--- src/rtl/eclair_int_if.sv ---
// Interrupt controller CPU-side signal bundle: external lines, mask port, request/ack/eoi handshake.
// The master side (CPU/stimulus) drives lines, mask writes and handshakes; the slave is the controller.
interface eclair_int_if;
  logic [7:0] int_n;
  logic       mask_wr;
  logic [7:0] mask_wdata;
  logic [7:0] mask;
  logic [7:0] pending;
  logic       irq;
  logic [2:0] vector;
  logic       int_ack;
  logic       in_service;
  logic       eoi;

  modport master (
    output int_n, mask_wr, mask_wdata, int_ack, eoi,
    input  mask, pending, irq, vector, in_service
  );

  modport slave (
    input  int_n, mask_wr, mask_wdata, int_ack, eoi,
    output mask, pending, irq, vector, in_service
  );
endinterface

--- src/rtl/eclair_int_ctrl.sv ---
// 8-line falling-edge interrupt controller with mask, fixed priority (bit 0 highest), single in-service slot.
// Edge-to-irq latency 2 cycles; ECLAIR_INT_SYNC_EN adds a 2-flop synchronizer per line (latency 4).
module eclair_int_ctrl #(
  parameter logic [7:0] RESET_MASK = 8'h00
) (
  input  logic        clk,
  input  logic        rst_n,
  eclair_int_if.slave bus
);

  typedef enum logic [1:0] {
    ST_IDLE    = 2'd0,
    ST_REQ     = 2'd1,
    ST_SERVICE = 2'd2
  } state_t;

  state_t     state, state_nxt;
  logic [7:0] in_src;
  logic [7:0] in_q, in_d;
  logic [7:0] fall;
  logic [7:0] pending_q, pending_nxt;
  logic [7:0] mask_q;
  logic [7:0] cand;
  logic       cand_any;
  logic [7:0] ack_clr;
  logic [2:0] enc;
  logic [2:0] vec_q, vec_nxt;
  logic       irq_q, in_service_q;

`ifdef ECLAIR_INT_SYNC_EN
  logic [7:0] sync1, sync2;

  always_ff @(posedge clk or negedge rst_n) begin
    if (!rst_n) begin
      sync1 <= 8'hFF;
      sync2 <= 8'hFF;
    end else begin
      sync1 <= bus.int_n;
      sync2 <= sync1;
    end
  end

  assign in_src = sync2;
`else
  assign in_src = bus.int_n;
`endif

  // in_q/in_d reset high so a line held low through reset yields exactly one edge.
  always_ff @(posedge clk or negedge rst_n) begin
    if (!rst_n) begin
      in_q <= 8'hFF;
      in_d <= 8'hFF;
    end else begin
      in_q <= in_src;
      in_d <= in_q;
    end
  end

  assign fall     = in_d & ~in_q;
  assign cand     = pending_q & mask_q;
  assign cand_any = |cand;

  always_comb begin
    enc = 3'd0;
    for (int i = 7; i >= 0; i--) begin
      if (cand[i]) enc = 3'(i);
    end
  end

  always_comb begin
    state_nxt = state;
    vec_nxt   = vec_q;
    ack_clr   = 8'h00;
    case (state)
      ST_IDLE: begin
        if (cand_any) state_nxt = ST_REQ;
      end
      ST_REQ: begin
        if (bus.int_ack && cand_any) begin
          state_nxt = ST_SERVICE;
          vec_nxt   = enc;
          ack_clr   = 8'h01 << enc;
        end else if (!cand_any) begin
          state_nxt = ST_IDLE;
        end
      end
      ST_SERVICE: begin
        if (bus.eoi) state_nxt = ST_IDLE;
      end
      default: state_nxt = ST_IDLE;
    endcase
  end

  // A fresh edge on the line being acknowledged wins over the clear.
  assign pending_nxt = (pending_q & ~ack_clr) | fall;

  always_ff @(posedge clk or negedge rst_n) begin
    if (!rst_n) begin
      state        <= ST_IDLE;
      pending_q    <= 8'h00;
      mask_q       <= RESET_MASK;
      vec_q        <= 3'd0;
      irq_q        <= 1'b0;
      in_service_q <= 1'b0;
    end else begin
      state        <= state_nxt;
      pending_q    <= pending_nxt;
      vec_q        <= vec_nxt;
      irq_q        <= (state_nxt == ST_REQ);
      in_service_q <= (state_nxt == ST_SERVICE);
      if (bus.mask_wr) mask_q <= bus.mask_wdata;
    end
  end

  assign bus.mask       = mask_q;
  assign bus.pending    = pending_q;
  assign bus.irq        = irq_q;
  assign bus.in_service = in_service_q;
  assign bus.vector     = (state == ST_REQ) ? enc : vec_q;

endmodule

--- src/flat_wrapper.sv ---
// flat-port wrapper written by rule: the top's interface ports become plain ports
module eclair_int_ctrl_flat 
#(
  parameter logic [7:0] RESET_MASK = 8'h00
)
  (clk, rst_n, bus_int_n, bus_mask_wr, bus_mask_wdata, bus_int_ack, bus_eoi, bus_mask, bus_pending, bus_irq, bus_vector, bus_in_service);
  eclair_int_if bus_i ();
  input  logic clk;
  input  logic rst_n;
  input wire logic [$bits(bus_i.int_n)-1:0] bus_int_n;
  input wire logic [$bits(bus_i.mask_wr)-1:0] bus_mask_wr;
  input wire logic [$bits(bus_i.mask_wdata)-1:0] bus_mask_wdata;
  input wire logic [$bits(bus_i.int_ack)-1:0] bus_int_ack;
  input wire logic [$bits(bus_i.eoi)-1:0] bus_eoi;
  output wire logic [$bits(bus_i.mask)-1:0] bus_mask;
  output wire logic [$bits(bus_i.pending)-1:0] bus_pending;
  output wire logic [$bits(bus_i.irq)-1:0] bus_irq;
  output wire logic [$bits(bus_i.vector)-1:0] bus_vector;
  output wire logic [$bits(bus_i.in_service)-1:0] bus_in_service;
  assign bus_i.int_n = bus_int_n;
  assign bus_i.mask_wr = bus_mask_wr;
  assign bus_i.mask_wdata = bus_mask_wdata;
  assign bus_i.int_ack = bus_int_ack;
  assign bus_i.eoi = bus_eoi;
  assign bus_mask = bus_i.mask;
  assign bus_pending = bus_i.pending;
  assign bus_irq = bus_i.irq;
  assign bus_vector = bus_i.vector;
  assign bus_in_service = bus_i.in_service;
  eclair_int_ctrl #(.RESET_MASK(RESET_MASK)) u_core (.clk(clk), .rst_n(rst_n), .bus(bus_i));
endmodule
--- config.mk ---
export PLATFORM = sky130hd
export DESIGN_NAME = eclair_int_ctrl_flat
export DESIGN_NICKNAME = d
export VERILOG_FILES = /design/src/rtl/eclair_int_if.sv /design/src/rtl/eclair_int_ctrl.sv /design/src/flat_wrapper.sv
export SDC_FILE = /design/constraint.sdc
export NUM_CORES = 1
export LEC_CHECK = 0
export CORE_MARGIN = 4
export CORE_UTILIZATION = 35
export CTS_CLUSTER_DIAMETER = 120
export DETAILED_ROUTE_END_ITERATION = 7
export PLACE_DENSITY_LB_ADDON = 0.12
export SYNTH_ARGS = -nofsm -noshare
export SYNTH_HDL_FRONTEND = slang
export SYNTH_SLANG_ARGS = --single-unit
--- constraint.sdc ---
create_clock -name clk -period 1.45 [get_ports clk]
set_input_delay 0.145 -clock clk [delete_from_list [all_inputs] [get_ports clk]]
set_output_delay 0.145 -clock clk [all_outputs]
set_load 0.02 [all_outputs]
==> flow_summary.json, run 1 <==
{
  "vias": 1322,
  "synthAdderAreaFrac_pct": 0,
  "violations": "negative setup slack",
  "netlist_area_mm2": 0.00159,
  "dieArea_mm2": 0.00569,
  "path_cells": "a22oi_4 -> buf_6 -> nand2_4 -> or4_4 -> o22a_1",
  "synth_seq_cells": 39,
  "crit_path_max_fanout": 3,
  "cts_max_path_buffers": 2,
  "timing.final.crit_share_pct": 114,
  "drv_slew": 0,
  "yosysSeqAreaShare_pct": 62.5,
  "diodes": 0,
  "final_antenna_net_count": 0,
  "syn2layout_area_growth_pct": 64.2,
  "crit_path_end_kind": "flop",
  "grt_pass1_vias": 1359,
  "n_fill_cell": 368,
  "crit_required_ns": 1.63,
  "muxShareOfSynthArea_pct": 5.66,
  "status": "finished with violations",
  "initial_utilization_pct": 36.3,
  "max_stage_delay_ns": 0.51,
  "placementRows": 24,
  "cts_tree": "built",
  "die_h_um": 75.5,
  "clock-root-buffer": "clkbuf_8",
  "cp_slowest_cell": "or4_4",
  "post-route-util_pct": 59.6,
  "yosysUniqueCellTypes": 34,
  "period_minus_slack_ns": 1.65,
  "numCtsBuffers": 5,
  "leakage_nw": 1.13,
  "synth_nets": 147,
  "relSlewSlack_pct": 68.1,
  "synth.avg_cell_area_um2": 12.6,
  "yosysTopAreaCellShare_pct": 36.1,
  "first_pass_iters": 5,
  "antenna_found_initial": 0,
  "globalplace.congestion": 0.832,
  "routed_wl_mm": 4.00,
  "drcViolationCount": 0,
  "synth_top_area_cell": "dfrtp_1",
  "dp_hpwl_mm": 2.80,
  "vdd.ir_drop.worst_v": 0.000801,
  "layout_setup_ws_ns": -0.200,
  "synth_top_family_by_area": "compound AO/OA/AOI/OAI gates",
  "total_power_w": 0.00388,
  "h-tree-depth": 2,
  "grt_pass1_wl_mm": 6.35,
  "grt-ovfl-total": 0,
  "synth-compound-area-share_pct": 18.6,
  "numClockSinks": 39,
  "crit_type": "flop to flop",
  "synthTopCellsByArea": "dfrtp_1 36%, dfstp_2 26%, mux2_2 5.7%, nand2_1 3.1%, a21oi_1 2.5%",
  "die_x_um": 75.5,
  "grtUsageTotal_pct": 15.3,
  "yosysWarnings": 0,
  "max-cap-violations": 0,
  "fmax_mhz": 606,
  "port_buffers": 41,
  "hold_viol": 0,
  "setup_violations": 4,
  "post_drt_via_cell_ratio": 4.93,
  "drive_gt1_share_pct": 53.7,
  "core_mm2": 0.00438,
  "reg2reg_depth": 5,
  "cts.reportedPaths.clkPinSlew_ns": 0.08,
  "hold_path_class": "primary input to flop",
  "worstMarginPinSlew_ns": 0.479,
  "drt_iter0_drc": 67,
  "synthSimpleGateAreaFrac_pct": 10.7,
  "wl_per_cell_um": 14.9,
  "synth_cells": 126,
  "num_io_pins": 42,
  "nets": 236,
  "clk_latency_ns": 0.30,
  "start_kind": "flop",
  "whs_ns": 0.241,
  "rsz0062_at_grt": "yes",
  "cp.arrival_ns": 1.83,
  "synthXorXnorAreaFrac_pct": 0,
  "dp_slack_ns": -0.322,
  "grt_max_degree": 40,
  "finClkSkew_ns": 0.00813,
  "p_per_area_mw_per_mm2": 1480,
  "worst_hold_path.num_cells": 1
}
[synth_stat cells]
library cell / number
a32o_1: 1
nor2b_1: 3
clkbuf_1: 1
o21ai_1: 4
nand4_1: 2
dfrtp_1: 23
a22oi_1: 1
nand2_1: 13
nor4_1: 1
nand3_1: 2
a22oi_2: 2
o22a_1: 1
buf_2: 2
a22o_2: 2
a21oi_1: 8
or4_1: 1
o21ai_0: 3
nand3b_1: 1
a32o_2: 1
a22o_1: 4
and2b_1: 1
inv_1: 7
nand2_2: 1
a31oi_2: 1
nor2_1: 4
a21o_1: 2
dfstp_2: 16
o31ai_1: 3
and3b_1: 1
a22oi_4: 1
mux2_2: 8
nor4_4: 1
o32ai_1: 2
a211oi_1: 2
[critical path: cells and delay by family, from the launching register on]
kind | cells | cell delay [ns]
AO/OA/AOI/OAI | 2 | 0.41
buffers and inverters | 1 | 0.13
flip-flops | 1 | 0.45
AND/OR/NAND/NOR | 2 | 0.55
[through the flow]
step	TNS [ns]	cell area (um^2)	instances
4_1_cts	-0.688	2530	263
2_1_floorplan	-0.109	1630	126
3_3_place_gp	-1.64	2360	251
6_report	-0.625	2620	268
3_5_place_dp	-1.76	2360	251
5_1_grt	-1.03	2620	268
[what timing repair did]
action                                 4_1_cts  5_1_grt
gates resized for setup                     38       17
endpoints found under the hold margin       23        0
pin swaps                                    9       10
setup buffers                                3        6
setup endpoints to repair                   27       13
hold buffers                                 1        0
[cells by family after synthesis]
logic type	after synthesis
multiplexers	8
flip-flops	39
AND/OR/NAND/NOR	31
buffers and inverters	10
AO/OA/AOI/OAI	38
[cell type report]
cell class,count,area (um^2),area share [%]
inverters,7,26.3,1.00
well taps,52,65.1,2.49
clock buffers,5,68.8,2.63
multi-input cells,77,643,24.6
repair buffers,85,733,28.0
clock inverters,3,67.6,2.58
flip-flops and latches,39,1010,38.7
[power by group]
part	total [W]	internal [W]	switching [W]
registers	0.00140	0.00128	0.000127
logic	0.00139	0.000705	0.000686
clock network	0.00108	0.000686	0.000396
[cell usage in the layout (no fill, tap or decap), drive strengths merged, types with 2 or more instances in the layout]
cell and n:
a22oi 4, mux2 8, buf 48, inv 7, clkbuf 7, a211oi 2, a22o 6, dlygate4sd2 13
nor2b 3, o31ai 3, o32ai 2, a32o 2, nor2 4, o21ai 7, nand3 2, a21oi 8
nand2 14, clkdlybuf4s50 21, a21o 2, dfstp 16, bufinv 2, dfrtp 23, nand4 2, nor4 2
[metal layers]
layer | vias to the layer above | global-route usage [%] | routed length [um]
met3 | 5 | 5.94 | 185
met4 | 0 | 5.24 | 44
met5 | - | 0 | 0
li1 | 641 | - | -
met1 | 650 | 19.3 | 1740
met2 | 26 | 24.1 | 2030
[flip-flops by register name, indices dropped and copies added, names as in the netlist]
register / cells
u_core.in_q: 8
u_core.bus.pending: 8
u_core.in_d: 8
u_core.vec_q: 3
u_core.bus.irq: 1
u_core.bus.mask: 8
u_core.bus.in_service: 1
u_core.state: 2
[worst paths after layout]
kind,end,slack (ns),start
max in group asynchronous,u_core.bus.pending[1],0.66,rst_n
worst min-delay path,u_core.in_q[0],0.24,bus_int_n[0]
worst max-delay path,u_core.bus.pending[7],-0.20,u_core.bus.pending[5]
worst min register to register,u_core.in_d[7],0.37,u_core.in_q[7]
worst max register to register,u_core.bus.pending[7],-0.20,u_core.bus.pending[5]
min in group asynchronous,u_core.bus.in_service,0.43,rst_n
Power figures use the tool's default switching activity.
==> inputs of run 2 (changes only) <==
--- a/config.mk
+++ b/config.mk
@@ -10,6 +10,7 @@
 export CTS_CLUSTER_DIAMETER = 120
 export DETAILED_ROUTE_END_ITERATION = 7
 export PLACE_DENSITY_LB_ADDON = 0.12
+export SKIP_CTS_REPAIR_TIMING = 1
 export SYNTH_ARGS = -nofsm -noshare
 export SYNTH_HDL_FRONTEND = slang
 export SYNTH_SLANG_ARGS = --single-unit
==> flow_summary.json, run 2 (synthesis results as in run 1) <==
{
  "initial_utilization_pct": 36.3,
  "multi_input_area_um2": 664,
  "cp.arrival_ns": 1.53,
  "seqPwrFrac_pct": 35.1,
  "internal_power_w": 0.00275,
  "p_per_area_mw_per_mm2": 1490,
  "period_minus_slack_ns": 1.68,
  "crit_required_ns": 1.31,
  "worst_hold_path.num_cells": 1,
  "die_x_um": 75.5,
  "final_cell_mix": "38 x buf_4, 21 x clkdlybuf4s50_1, 16 x dlymetal6s2s_1, 16 x dfstp_2, 12 x dfrtp_2",
  "max_stage_delay_ns": 0.44,
  "first_pass_iters": 4,
  "placementRows": 24,
  "clk_latency_ns": 0.30,
  "r2r_slack_ns": -0.19,
  "wl_per_cell_um": 15.0,
  "core_mm2": 0.00438,
  "finClkSkew_ns": 0.00919,
  "busiest_layer": "met2",
  "dp_hpwl_mm": 2.80,
  "comb_power_share_pct": 37.9,
  "final_common_cell": "buf_4",
  "cts.reportedPaths.clkPinSlew_ns": 0.08,
  "drv_slew": 0,
  "clock-root-buffer": "clkbuf_8",
  "rr_endpoint": "u_core.bus.pending[7]",
  "port_buffers": 41,
  "n_fill_cell": 353,
  "violations": "negative setup slack",
  "fmax_mhz": 597,
  "drive_gt1_share_pct": 52.8,
  "crit_path_end_kind": "output port",
  "layout_setup_ws_ns": -0.226,
  "dieArea_mm2": 0.00569,
  "clkPwrFrac_pct": 27.0,
  "nets": 234,
  "h-tree-depth": 2,
  "drcViolationCount": 0,
  "hold_path_class": "primary input to flop",
  "min_from": "bus_int_n[0]",
  "cts_max_path_buffers": 2,
  "setup_violations": 7,
  "worstMarginPinSlew_ns": 0.477,
  "num_io_pins": 42,
  "timing.rr.start": "u_core.bus.pending[5]",
  "diodes": 0,
  "cp_slowest_cell": "dfrtp_2",
  "grt_pass1_wl_mm": 6.01,
  "post_drt_via_cell_ratio": 5.00,
  "met3_usage_pct": 6.20,
  "p_switching_w": 0.00126,
  "whs_endpoint": "u_core.in_q[0]",
  "reg2reg_depth": 5,
  "path_cells": "a22o_2 -> nor2_1 -> o31ai_4 -> buf_4",
  "post-route-util_pct": 61.4,
  "vias": 1331,
  "leakage_nw": 1.20,
  "routed_wl_mm": 3.99,
  "use_met2_pct": 22.3,
  "crit_path_max_fanout": 4,
  "status": "finished with violations",
  "grt_use_met1_pct": 18.4,
  "grt_max_degree": 40,
  "grtUsageTotal_pct": 14.6,
  "globalplace.congestion": 0.832,
  "die_h_um": 75.5,
  "design_area_mm2": 0.00269,
  "cts_tree": "built",
  "swShare_pct": 31.4,
  "placed_cell_area_mm2": 0.00236,
  "antenna_found_initial": 0,
  "crit_type": "flop to output port",
  "start_kind": "flop",
  "rsz0062_at_grt": "yes",
  "grt-ovfl-total": 0,
  "vdd.ir_drop.worst_v": 0.000785,
  "final_antenna_net_count": 0,
  "hold_viol": 0,
  "syn2layout_area_growth_pct": 68.9,
  "max-cap-violations": 0,
  "relSlewSlack_pct": 68.2,
  "register_area_mm2": 0.00101,
  "numClockSinks": 39,
  "numCtsBuffers": 5,
  "timing.final.crit_share_pct": 116,
  "grt_pass1_vias": 1301,
  "drt_iter0_drc": 58
}
==> run 2: changes by cell type in the layout (fill, tap and decap cells not counted), sizes merged <==
cell / before / now
buf: 48 / 45
dlygate4sd2: 13 / 0
dlymetal6s2s: 0 / 16
clkbuf: 7 / 5
==> run 2: power groups by stage <==
stage               registers [W]  logic, W  clock network [W]
CTS                       0.00139   0.00135            0.00111
global route              0.00142   0.00163            0.00117
detailed placement        0.00141   0.00135                  0
floorplan                 0.00150  0.000565                  0
global placement          0.00140   0.00134                  0
finish                    0.00141   0.00152            0.00108
==> run 2: how the worst max path moves through the flow <==
| stage | start | endpoint | slack, ns | cells after the start |
|---|---|---|---|---|
| detailed placement | u_core.bus.pending[3] | bus_vector[2] | -0.32 | 4 |
| CTS | u_core.bus.pending[3] | bus_vector[2] | -0.66 | 4 |
| finish | u_core.bus.pending[6] | bus_vector[2] | -0.23 | 4 |
| floorplan | u_core.bus.mask[5] | u_core.bus.pending[7] | -0.11 | 4 |
| global placement | u_core.bus.pending[3] | bus_vector[2] | -0.30 | 4 |
| global route | u_core.bus.pending[6] | bus_vector[2] | -0.28 | 4 |
==> run 2: stage by stage <==
stage                     std cells  TNS [ns]  hold slack [ns]  total power, W  setup WS (ns)
after floorplan                 126    -0.109           -0.151         0.00207         -0.109
after global placement          251     -1.64            0.216         0.00274         -0.300
after detailed placement        251     -1.76            0.230         0.00276         -0.322
after CTS                       259     -4.57          -0.0951         0.00385         -0.660
after global routing            266     -1.51            0.217         0.00423         -0.282
final                           266    -0.872            0.240         0.00400         -0.226
==> run 2: layout make-up <==
cell class / count / area share (%)
well taps: 52 / 2.42
clock buffers: 5 / 2.56
inverters: 7 / 0.977
multi-input cells: 77 / 24.7
repair buffers: 83 / 29.3
clock inverters: 3 / 2.51
flip-flops and latches: 39 / 37.6
==> run 2: worst max-delay path, delay by kind of cell (launching register included) <==
kind,cells,cell delay [ns]
DFF,1,0.44
AOI/OAI and AO/OA,2,0.42
and+or+nand+nor,1,0.22
buffers and inverters,1,0.16
==> run 2: per-layer routing <==
metal,part of all wire (%),vias to the layer above
li1,-,636
met1,42,650
met2,50,37
met3,5.6,8
met4,1.4,0
met5,0,-
==> inputs of run 3 (changes only) <==
--- a/config.mk
+++ b/config.mk
@@ -5,6 +5,7 @@
 export SDC_FILE = /design/constraint.sdc
 export NUM_CORES = 1
 export LEC_CHECK = 0
+export CAP_MARGIN = 20
 export CORE_MARGIN = 4
 export CORE_UTILIZATION = 35
 export CTS_CLUSTER_DIAMETER = 120
==> results of run 3 <==
The final DEF is identical to that of run 2; final timing and power are the same.
